--- src/rtl/incdec_counter_arbiter.sv ---
// incdec_counter_arbiter: load-first, round-robin sharing of one incdec_counter with a shadow count.
// Define INCDEC_ARB_SATURATE_EN to skip requests that would over/underflow the shadow count.
module incdec_counter_arbiter #(
   parameter int width   = 32,
   parameter int countby = 1,
   parameter int nreq    = 4
) (
   input  logic              clk,
   input  logic              reset,
   input  logic              ld_req,
   input  logic [width-1:0]  ld_val,
   output logic              ld_ack,
   input  logic [nreq-1:0]   req,
   input  logic [nreq-1:0]   op,
   output logic [nreq-1:0]   ack,
   output logic              cnt_enable,
   output logic              cnt_load,
   output logic              cnt_inc,
   output logic              cnt_dec,
   output logic [width-1:0]  cnt_i0,
   output logic [width-1:0]  count,
   output logic              ovf_block
);
   localparam int pw = $clog2(nreq);
   localparam logic [width-1:0] step = width'(countby);
   logic [pw-1:0]   ptr, k, ix;
   logic [nreq-1:0] pend, ok;
   logic            found, skip, ld_go, gnt;
   assign pend  = req & ~ack;
   assign ld_go = ld_req & ~ld_ack;
   assign gnt   = found & ~ld_go;
`ifdef INCDEC_ARB_SATURATE_EN
   for (genvar i = 0; i < nreq; i++) begin : g_ok
      assign ok[i] = op[i] ? (count <= ~step) : (count >= step);
   end
`else
   assign ok = '1;
`endif
   // Scan from ptr; guarded-out requests seen before the winner count as skipped.
   always_comb begin
      found = 1'b0;
      skip  = 1'b0;
      k     = '0;
      ix    = '0;
      for (int j = 0; j < nreq; j++) begin
         ix = pw'((int'(ptr) + j) % nreq);
         if (!found && pend[ix]) begin
            if (ok[ix]) begin
               found = 1'b1;
               k     = ix;
            end else
               skip = 1'b1;
         end
      end
   end
   always_ff @(posedge clk or negedge reset)
      if (!reset) begin
         ld_ack     <= 1'b0;
         ack        <= '0;
         cnt_enable <= 1'b0;
         cnt_load   <= 1'b0;
         cnt_inc    <= 1'b0;
         cnt_dec    <= 1'b0;
         cnt_i0     <= '0;
         count      <= '0;
         ovf_block  <= 1'b0;
         ptr        <= '0;
      end else begin
         ld_ack     <= ld_go;
         cnt_load   <= ld_go;
         cnt_enable <= ld_go | found;
         cnt_inc    <= gnt & op[k];
         cnt_dec    <= gnt & ~op[k];
         ack        <= gnt ? nreq'(1) << k : '0;
         ovf_block  <= ~ld_go & skip;
         if (ld_go) begin
            cnt_i0 <= ld_val;
            count  <= ld_val;
         end else if (gnt) begin
            count <= op[k] ? count + step : count - step;
            ptr   <= (int'(k) == nreq - 1) ? '0 : k + 1'b1;
         end
      end
endmodule
--- config.mk ---
export PLATFORM = sky130hd
export DESIGN_NAME = incdec_counter_arbiter
export DESIGN_NICKNAME = d
export VERILOG_FILES = /design/src/rtl/incdec_counter_arbiter.sv
export SDC_FILE = /design/constraint.sdc
export NUM_CORES = 1
export LEC_CHECK = 0
export BUFFER_PORTS_ARGS = -buffer_cell sky130_fd_sc_hd__buf_2
export CAP_MARGIN = 20
export CELL_PAD_IN_SITES_DETAIL_PLACEMENT = 0
export CELL_PAD_IN_SITES_GLOBAL_PLACEMENT = 2
export CORE_AREA = 2 2 122 124
export CTS_BUF_LIST = sky130_fd_sc_hd__clkbuf_4
export DETAILED_ROUTE_END_ITERATION = 12
export DIE_AREA = 0 0 124 126
export GPL_ROUTABILITY_DRIVEN = 0
export GPL_TIMING_DRIVEN = 0
export HOLD_SLACK_MARGIN = 0.02
export PLACE_DENSITY = 0.79
export SLEW_MARGIN = 25
export SYNTH_ARGS = -nofsm -noshare
export SYNTH_HDL_FRONTEND = slang
export SYNTH_SLANG_ARGS = --single-unit
--- constraint.sdc ---
create_clock -name clk -period 5.8 [get_ports clk]
set_clock_uncertainty 0.15 [all_clocks]
set_input_delay 0 -clock clk [delete_from_list [all_inputs] [get_ports clk]]
set_output_delay 0 -clock clk [all_outputs]
set_load 0.01 [all_outputs]
==> impl_metrics.csv, run 1 <==
group,metric,value,unit
floorplan,num_rows,44,
detailed_routing,firstDrtPassIters,5,
sta,rsz0062_at_grt,"no",
logic_synthesis,synth_fa_ha_area_frac,0.01443,
sta,setup_slack,0.4782,ns
cts,cts_buffer_depth,2,
cts,cts_root_buf,"clkbuf_4",
power,power_switching,907.6,uW
hold_path,hold_path.class,"input pin to flip-flop",
logic_synthesis,synth_area_leaders,"dfrtp_1 (43%), nand2_1 (11%), a21oi_1 (4.0%)",
global_route,antenna_found_initial,0,
floorplan,dieArea,15620,um2
logic_synthesis,synth_top_area_frac,0.4273,
logic_synthesis,yosys_most_used_dff,"dfrtp_1",
critical_path,cp.required,6.01,ns
logic_synthesis,synth_top_family_by_area,"simple AND/OR/NAND/NOR gates",
logic_synthesis,synthTopCellsByCount,"nand2_1 (127), dfrtp_1 (74), nor2_1 (38)",
detailed_routing,drt_iter0_markers,250,
logic_synthesis,synth_area,4334,um2
critical_path,max_stage_delay,0.44,ns
detailed_routing,avgViaCountPerCell,5.102,
logic_synthesis,yosys.area.top_type,"dfrtp_1",
critical_path,cp_max_fo,10,
sta,timing.final.crit_share,0.9176,
power,sw_frac_of_total,0.4693,
logic_synthesis,ys_seq_elements,74,
critical_path,cp_slowest_cell,"or3b_1",
power,internal-power,1026,uW
power,finalPower,1934,uW
cells_and_area,fin_area,5689,um2
critical_path,end_kind,"flip-flop",
sta,fmax,0.1879,GHz
floorplan,top_level_ports,117,
sta,final-setup-viol-count,0,
floorplan,die_h,126,um
placement,dp_cells,836,
cts,clock_latency,0.49,ns
critical_path,cp-start-kind,"flip-flop",
sta,slew_violations,0,
logic_synthesis,yosysMostFrequentCell,"nand2_1",
logic_synthesis,ys_seq_area_frac,0.4273,
placement,dpl.hpwl,11170,um
global_route,groute.usage.overall,0.2092,
logic_synthesis,yosys.area_share.xor_xnor,0.06062,
placement,place_ws,0.3431,ns
logic_synthesis,synth.area.mux_share,0.007217,
critical_path,path_cells,"nor2b_1, a311oi_2, or3b_1, and3_1, nor2_2, buf_2, buf_2, xnor2_1, ha_1, nand4_1, nor2_2, nand4_1, or3_1, a2bb2oi_1, mux2i_1, xor2_1, o21ai_0",
logic_synthesis,ys_warn_count,0,
global_route,grt_pass1_vias,4574,
logic_synthesis,synth_cell_types,60,
run,cap_violations,0,
sta,tightest_slew,0.8482,ns
floorplan,core,14310,um2
cts,cts_max_level,3,
detailed_routing,ant_nets,0,
global_route,grt_pass1_wl,24740,um
detailed_routing,drc,0,
power,power_frac_clock,0.151,
logic_synthesis,synthCells,536,
power,pwr-share-seq,0.371,
cts,cts_sinks,74,
cts,cts_buffers,9,
detailed_routing,num_vias,4541,
sta,period_minus_slack,5.322,ns
power,pwr-share-comb,0.478,
floorplan,start_util,0.3028,
global_route,grt_overflow,0,
critical_path,reg2regPathDepth,17,
cts,clk_pin_slew_worst_paths,0.12,ns
critical_path,crit_arrival,5.53,ns
cells_and_area,multi_input_area,2301,um2
placement,placed_area,5170,um2
critical_path,critPathKind,"flip-flop to flip-flop",
logic_synthesis,yosys.area_share.simple,0.3317,
cells_and_area,layout.area.seq,1852,um2
sta,relSlewSlack,0.4345,
detailed_routing,wire_per_inst,17.41,um
floorplan,die_w,124,um
sta,tns,0,ns
cells_and_area,final_nets,749,
global_route,grt_max_degree,42,
power,peakVddDrop,176.7,uV
logic_synthesis,ys_async_sr_fraction,1.000,
sta,final-hold-violation-count,0,
cts,postCtsSetupBuffers,0,
run_status,outcome,"completed",
placement,port-buffer-count,115,
cts,cts_tree,"built",
cells_and_area,fillCellCount,1589,
cells_and_area,drive_gt1_frac,0.2266,
logic_synthesis,syn_nets,584,
logic_synthesis,synth_compound_area_frac,0.1126,
logic_synthesis,synth-edff-count,0,
cells_and_area,layoutNonFillerInstCount,890,
power,power.density,339.9,nW/um2
hold_path,hold_path_depth,5,
cells_and_area,area.growth.synth_to_final,31.26,%
detailed_routing,routed_wl,15500,um
power,p_leak,0.002544,uW
logic_synthesis,syn_area_per_cell,8.086,um2
cells_and_area,antenna_cells,0,
[worst max-delay path, delay by kind of cell, from the launching register on]
family	cells	cell delay (ns)
AOI/OAI and AO/OA	3	0.74
xor gates and xnor gates	2	0.34
adders and majority gates	1	0.24
buffers and inverters	2	0.62
DFF	1	0.43
muxes	1	0.27
and+or+nand+nor	8	2.39
[repair_timing]
item	CTS	global route
hold buffers	38	0
endpoints found under the hold margin	139	0
setup endpoints to repair	0	5
resized for setup	0	3
[stage by stage]
stage | hold WS, ns | util
6_report | 0.07415 | 0.3975
5_1_grt | 0.08537 | 0.3975
4_1_cts | 0.04919 | 0.3964
3_5_place_dp | -0.1549 | 0.3612
3_3_place_gp | 0.06142 | 0.3591
2_1_floorplan | -0.4456 | -
[placed cells by master (no fill, tap or decap), drive strengths merged, types with 20 or more instances in the layout]
cell         instances
o21ai               29
buf                127
dfrtp               74
a21oi               36
nand3               23
nand2              127
nor2                39
clkbuf              38
dlygate4sd3         37
xnor2               20
nor3                21
[power by group through the flow]
| stage | clock network (uW) | registers [uW] | logic, uW |
|---|---|---|---|
| detailed placement | 0 | 726 | 884 |
| CTS | 308 | 717 | 918 |
| finish | 292 | 717 | 925 |
| global placement | 0 | 721 | 880 |
| global route | 327 | 737 | 1020 |
| floorplan | 0 | 755 | 505 |
[cell families (layout without fill, tap and decap cells)]
family / Yosys count / after routing
xor gates and xnor gates: 30 / 30
other: 1 / 1
DFF: 74 / 74
muxes: 3 / 3
adders and majority gates: 5 / 5
AOI/OAI and AO/OA: 82 / 82
and+or+nand+nor: 295 / 295
buffers and inverters: 46 / 216
[routing by layer]
metal | wire [um] | up-vias | track usage
met5 | 0 | - | 0
met4 | 284 | 0 | 0.07072
met2 | 7372 | 171 | 0.3332
met3 | 998 | 19 | 0.04574
met1 | 6840 | 2166 | 0.2805
li1 | - | 2185 | -
[registers in the layout (all words and copies together) (netlist names)]
signal      flops
count          32
cnt_i0         32
cnt_dec         1
ack             4
ptr             2
cnt_inc         1
cnt_enable      1
cnt_load        1
[area by class of cell]
type,instances,area share
multi-input combinational,416,0.4044
sequential,74,0.3255
timing repair buffer,154,0.1751
tap,184,0.04047
buffer,39,0.02991
clock buffer,9,0.01188
clock inverter,7,0.008137
inverter,7,0.004618
[path summary, 6_finish.rpt]
| check | slack (ns) | endpoint | startpoint |
|---|---|---|---|
| worst max register to register | 0.48 | count[30] | ack[2] |
| max in group asynchronous | 4.87 | count[8] | reset |
| worst min register to register | 0.33 | cnt_i0[22] | cnt_i0[22] |
| min in group asynchronous | 0.40 | cnt_i0[24] | reset |
| worst min-delay path | 0.07 | cnt_dec | ld_req |
| worst max-delay path | 0.48 | count[30] | ack[2] |
(Power assumes the default switching activity.)
==> inputs of run 2 (changes only) <==
--- a/config.mk
+++ b/config.mk
@@ -17,6 +17,7 @@
 export GPL_TIMING_DRIVEN = 0
 export HOLD_SLACK_MARGIN = 0.02
 export PLACE_DENSITY = 0.79
+export RECOVER_POWER = 50
 export SLEW_MARGIN = 25
 export SYNTH_ARGS = -nofsm -noshare
 export SYNTH_HDL_FRONTEND = slang
==> run 2 against run 1 <==
  * The run now ends with capacitance limit, slew limit left
  * Routed wire length is 0.26% higher
  * Die area is the same
  * Sequential share of layout area up 0.52 points
  * Combinational power fell by 2%
  * Cell count stayed put
  * Largest power group unchanged
==> impl_metrics.csv, run 2 (synthesis results as in run 1) <==
group,metric,value,unit
sta,tightest_slew,2.255,ns
detailed_routing,num_vias,4543,
cts,cts_buffer_depth,2,
critical_path,crit_arrival,5.58,ns
run_status,outcome,"finished, violations left",
detailed_routing,wire_per_inst,17.46,um
global_route,grt_max_degree,42,
sta,relSlewSlack,-0.5034,
power,peakVddDrop,173.9,uV
global_route,grt_pass1_wl,24740,um
cts,cts_tree,"built",
sta,fmax,0.1863,GHz
floorplan,dieArea,15620,um2
power,sw_frac_of_total,0.4734,
critical_path,end_kind,"flip-flop",
floorplan,core,14310,um2
detailed_routing,drc,0,
global_route,antenna_found_initial,0,
cells_and_area,final_common_cell,"nand2_1",
detailed_routing,routed_wl,15540,um
hold_path,hold_path_depth,5,
cts,postCtsSetupBuffers,0,
cells_and_area,area.growth.synth_to_final,29.21,%
critical_path,cp_max_fo,10,
sta,period_minus_slack,5.366,ns
cells_and_area,drive_gt1_frac,0.1714,
detailed_routing,firstDrtPassIters,5,
critical_path,cp.required,6.01,ns
sta,tns,0,ns
floorplan,die_h,126,um
placement,port-buffer-count,115,
cts,cts_buffers,9,
floorplan,die_w,124,um
cells_and_area,final_cell_mix,"nand2_1 (127), buf_2 (84), dfrtp_1 (74), clkbuf_1 (67)",
power,pwr-share-seq,0.374,
cts,cts_sinks,74,
run,cap_violations,2,
power,power.density,342.8,nW/um2
detailed_routing,avgViaCountPerCell,5.104,
sta,timing.final.crit_share,0.9252,
power,power_switching,908.6,uW
power,p_leak,0.002408,uW
cells_and_area,final_nets,749,
power,finalPower,1920,uW
run_status,violations,"capacitance limit, slew limit",
cts,clk_pin_slew_worst_paths,0.12,ns
global_route,grt_overflow,0,
detailed_routing,ant_nets,0,
critical_path,critPathKind,"flip-flop to flip-flop",
global_route,groute.usage.overall,0.2092,
power,internal-power,1011,uW
cells_and_area,largestRegisters,"cnt_i0 x32, count x32, ack x4",
critical_path,cp-start-kind,"flip-flop",
global_route,grt_pass1_vias,4574,
cts,cts_max_level,3,
power,pwr-share-comb,0.474,
cts,cts_root_buf,"clkbuf_4",
sta,slew_violations,76,
sta,final-setup-viol-count,0,
sta,rsz0062_at_grt,"no",
placement,dpl.hpwl,11170,um
cts,clock_latency,0.49,ns
floorplan,start_util,0.3028,
sta,hold_ws,0.06142,ns
detailed_routing,drt_iter0_markers,222,
sta,final-hold-violation-count,0,
cells_and_area,antenna_cells,0,
floorplan,num_rows,44,
floorplan,top_level_ports,117,
cells_and_area,fillCellCount,1607,
critical_path,reg2regPathDepth,17,
hold_path,hold_path.class,"input pin to flip-flop",
power,power_frac_clock,0.152,
[run 2: cell count changes in the layout (fill, tap and decap cells not counted), sizes merged]
cell	delta
buf	-39
clkbuf	+39
[run 2: worst paths after layout]
check,endpoint,slack [ns],from
min in group asynchronous,cnt_i0[24],1.03,reset
hold reg to reg,cnt_i0[28],0.34,cnt_i0[28]
setup reg to reg,count[30],0.43,ack[2]
max in group asynchronous,count[8],2.99,reset
setup / recovery,count[30],0.43,ack[2]
hold / removal,cnt_dec,0.06,ld_req
[run 2: what timing repair did]
| item | in CTS | in global routing |
|---|---|---|
| setup endpoints to repair | 0 | 5 |
| hold buffers | 38 | 0 |
| hold endpoints to repair | 139 | 0 |
| gates resized for setup | 0 | 3 |
[run 2: power by group through the flow]
stage	logic, uW	clock network, uW	registers, uW
2_1_floorplan	505	0	755
3_3_place_gp	880	0	721
3_5_place_dp	884	0	726
4_1_cts	918	308	717
5_1_grt	1010	327	739
6_report	909	292	718
[run 2: layout make-up]
cell class | count | area [um2] | share of cell area
multi-input combinational | 416 | 2301 | 0.4109
timing repair buffer | 154 | 907.1 | 0.1620
clock buffer | 9 | 67.56 | 0.01206
tap | 184 | 230.2 | 0.04111
sequential | 74 | 1852 | 0.3307
inverter | 7 | 26.28 | 0.004692
buffer | 39 | 170.2 | 0.03038
clock inverter | 7 | 46.29 | 0.008266
[run 2: layer usage]
layer | wire (um) | share of wire | vias up | global-route usage
met1 | 6858 | 0.44 | 2160 | 0.2805
met3 | 975 | 0.063 | 21 | 0.04574
met4 | 299 | 0.019 | 0 | 0.07072
li1 | - | - | 2189 | -
met5 | 0 | 0 | - | 0
met2 | 7402 | 0.48 | 173 | 0.3332
[run 2: critical path, cell delays in order (launching register included)]
cell and delay (ns):
dfrtp_1 0.44, nor2b_1 0.35, a311oi_2 0.23, or3b_1 0.45, and3_1 0.24, nor2_2 0.30, buf_2 0.29, buf_2 0.33
xnor2_1 0.16, ha_1 0.24, nand4_1 0.19, nor2_2 0.38, nand4_1 0.16, or3_1 0.35, a2bb2oi_1 0.43, mux2i_1 0.27
xor2_1 0.18, o21ai_0 0.09
[run 2: through the flow]
stage                       util  worst slack, ns  cell area [um2]  instances
after floorplan                -            1.559             4334        536
after global placement    0.3591           0.3955             5140        835
after detailed placement  0.3612           0.3431             5170        836
after CTS                 0.3964           0.2910             5674        890
after global routing      0.3913          0.08293             5600        890
final                     0.3913           0.4337             5600        890
==> inputs of run 3 (changes only) <==
--- a/config.mk
+++ b/config.mk
@@ -7,16 +7,16 @@
 export LEC_CHECK = 0
 export BUFFER_PORTS_ARGS = -buffer_cell sky130_fd_sc_hd__buf_2
 export CAP_MARGIN = 20
-export CELL_PAD_IN_SITES_DETAIL_PLACEMENT = 0
+export CELL_PAD_IN_SITES_DETAIL_PLACEMENT = 1
 export CELL_PAD_IN_SITES_GLOBAL_PLACEMENT = 2
-export CORE_AREA = 2 2 122 124
+export CORE_AREA = 2 2 128 130
 export CTS_BUF_LIST = sky130_fd_sc_hd__clkbuf_4
 export DETAILED_ROUTE_END_ITERATION = 12
-export DIE_AREA = 0 0 124 126
+export DIE_AREA = 0 0 130 132
 export GPL_ROUTABILITY_DRIVEN = 0
 export GPL_TIMING_DRIVEN = 0
 export HOLD_SLACK_MARGIN = 0.02
-export PLACE_DENSITY = 0.79
+export PLACE_DENSITY = 0.75
 export RECOVER_POWER = 50
 export SLEW_MARGIN = 25
 export SYNTH_ARGS = -nofsm -noshare
==> constraint.sdc (replaced) <==
create_clock -name clk -period 4.6 [get_ports clk]
set_clock_uncertainty 0.15 [all_clocks]
set_input_delay 0 -clock clk [delete_from_list [all_inputs] [get_ports clk]]
set_output_delay 0 -clock clk [all_outputs]
set_load 0.01 [all_outputs]
==> run 3 against run 2 <==
  * The run still ends with capacitance limit, slew limit left
  * Critical endpoint unchanged
  * Critical path depth unchanged
  * Worst hold slack improved by 0.0065 ns
  * Largest cell class unchanged
  * Largest power group unchanged
  * First-iteration DRC count decreased by 0.45%
==> impl_metrics.csv, run 3 (synthesis results as in run 1) <==
group,metric,value,unit
run_status,outcome,"finished, violations left",
run_status,violations,"capacitance limit, slew limit",
critical_path,reg2reg_to,"count[30]",
detailed_routing,drc,0,
power,power.density,451.2,nW/um2
detailed_routing,firstDrtPassIters,4,
sta,period_minus_slack,4.384,ns
sta,relSlewSlack,-0.5247,
critical_path,reg2regPathDepth,17,
cts,clk_pin_slew_worst_paths,0.12,ns
global_route,grt_pass1_wl,26590,um
detailed_routing,wire_per_inst,18.07,um
global_route,grt_overflow,0,
critical_path,cp_max_fo,10,
detailed_routing,num_vias,4638,
critical_path,crit_arrival,4.59,ns
floorplan,dieArea,17160,um2
detailed_routing,avgViaCountPerCell,4.998,
cts,cts_root_buf,"clkbuf_4",
cells_and_area,final_nets,755,
cts,clock_latency,0.49,ns
cells_and_area,final_cell_mix,"nand2_1 (127), buf_2 (82), dfrtp_1 (72), clkbuf_1 (66), dlygate4sd3_1 (37)",
critical_path,critPathKind,"flip-flop to flip-flop",
global_route,antenna_found_initial,0,
cts,cts_tree,"built",
critical_path,r2r_slack,0.22,ns
cells_and_area,final_common_cell,"nand2_1",
global_route,groute.usage.overall,0.1995,
floorplan,die_h,132,um
cts,cts_buffers,9,
critical_path,cp-start-kind,"flip-flop",
hold_path,hold_path.class,"input pin to flip-flop",
floorplan,top_level_ports,117,
cells_and_area,largestRegisters,"cnt_i0 x32, count x32, ack x4",
sta,rsz0062_at_grt,"no",
sta,hold_ws,0.06792,ns
cts,cts_buffer_depth,2,
floorplan,die_w,130,um
cts,cts_max_level,3,
placement,dp_cells,868,
cells_and_area,fillCellCount,1922,
sta,final-setup-viol-count,0,
sta,tightest_slew,2.287,ns
cells_and_area,area.growth.synth_to_final,34.67,%
detailed_routing,drt_iter0_markers,221,
placement,port-buffer-count,115,
power,peakVddDrop,189.6,uV
critical_path,end_kind,"flip-flop",
sta,fmax,0.2281,GHz
detailed_routing,routed_wl,16770,um
cells_and_area,antenna_cells,0,
power,p_leak,0.002482,uW
hold_path,hold_path_depth,5,
cells_and_area,fin_area,5837,um2
global_route,grt_pass1_vias,4843,
hold_path,min_to,"cnt_inc",
floorplan,num_rows,46,
floorplan,start_util,0.2758,
run,cap_violations,2,
cells_and_area,drive_gt1_frac,0.1980,
placement,placed_area,5202,um2
cells_and_area,layoutNonFillerInstCount,928,
global_route,grt_max_degree,42,
hold_path,hold_path_startpoint,"ld_req",
sta,timing.final.crit_share,0.9530,
detailed_routing,ant_nets,0,
power,finalPower,2634,uW
cts,cts_sinks,74,
sta,final-hold-violation-count,0,
critical_path,cp.required,4.81,ns
critical_path,rr_startpoint,"ptr[0]",
floorplan,core,15710,um2
sta,slew_violations,76,
placement,dpl.hpwl,12320,um
## run 3: per-layer routing
layer | vias to the layer above | track usage | part of all wire
li1 | 2190 | - | -
met5 | - | 0 | 0
met1 | 2305 | 0.2731 | 0.46
met2 | 126 | 0.3153 | 0.47
met4 | 0 | 0.07228 | 0.019
met3 | 17 | 0.03409 | 0.054
## run 3: area by class of cell
cell class	count	area, um2	share of cell area
timing repair buffer	161	959.7	0.1644
sequential	74	1854	0.3177
clock inverter	6	65.06	0.01115
buffer	38	171.4	0.02937
clock buffer	10	75.07	0.01286
inverter	7	26.28	0.004502
multi-input combinational	416	2415	0.4137
tap	216	270.3	0.04630
## run 3: worst max path at each step
stage / slack, ns / to / start / depth (start not counted)
global placement: -0.71 / count[30] / ptr[1] / 18
floorplan: 0.36 / count[30] / ack[2] / 17
finish: 0.22 / count[30] / ptr[0] / 17
global route: 0.02 / count[28] / ack[2] / 18
CTS: 0.002 / count[30] / ptr[0] / 17
detailed placement: -0.89 / count[30] / ptr[1] / 18
## run 3: metrics by stage
step / TNS (ns) / worst slack (ns) / util
after detailed placement: -5.547 / -0.8917 / 0.3311
after CTS: 0 / 0.001526 / 0.3696
after global routing: 0 / 0.01664 / 0.3715
final: 0 / 0.2164 / 0.3715
after global placement: -4.268 / -0.7146 / 0.3297
after floorplan: 0 / 0.3594 / -
## run 3: where the power goes
| group | internal (uW) | total, uW | switching (uW) |
|---|---|---|---|
| logic | 457 | 1270 | 811 |
| registers | 782 | 929 | 147 |
| clock network | 171 | 437 | 266 |
| total | 1410 | 2630 | 1220 |
## run 3: worst max-delay path: stages, from the launching register on
cell and delay, ns:
dfrtp_2 0.47, nor3b_2 0.27, a311oi_4 0.09, or3b_1 0.44, and3_2 0.27, nor2_4 0.11
buf_4 0.19, buf_4 0.23, xnor2_1 0.15, ha_2 0.26, nand4_1 0.18, nor2_4 0.19
nand4_1 0.10, or3_1 0.38, a2bb2oi_4 0.23, mux2i_1 0.27, xor2_1 0.17, o21ai_0 0.09
## run 3: timing repair
action                                  4_1_cts  5_1_grt
hold endpoints to repair                    139        0
resized for setup                            14       17
buffers inserted                              1        6
hold buffers                                 38        0
pin swaps                                     2        6
endpoints found under the setup margin       11        8
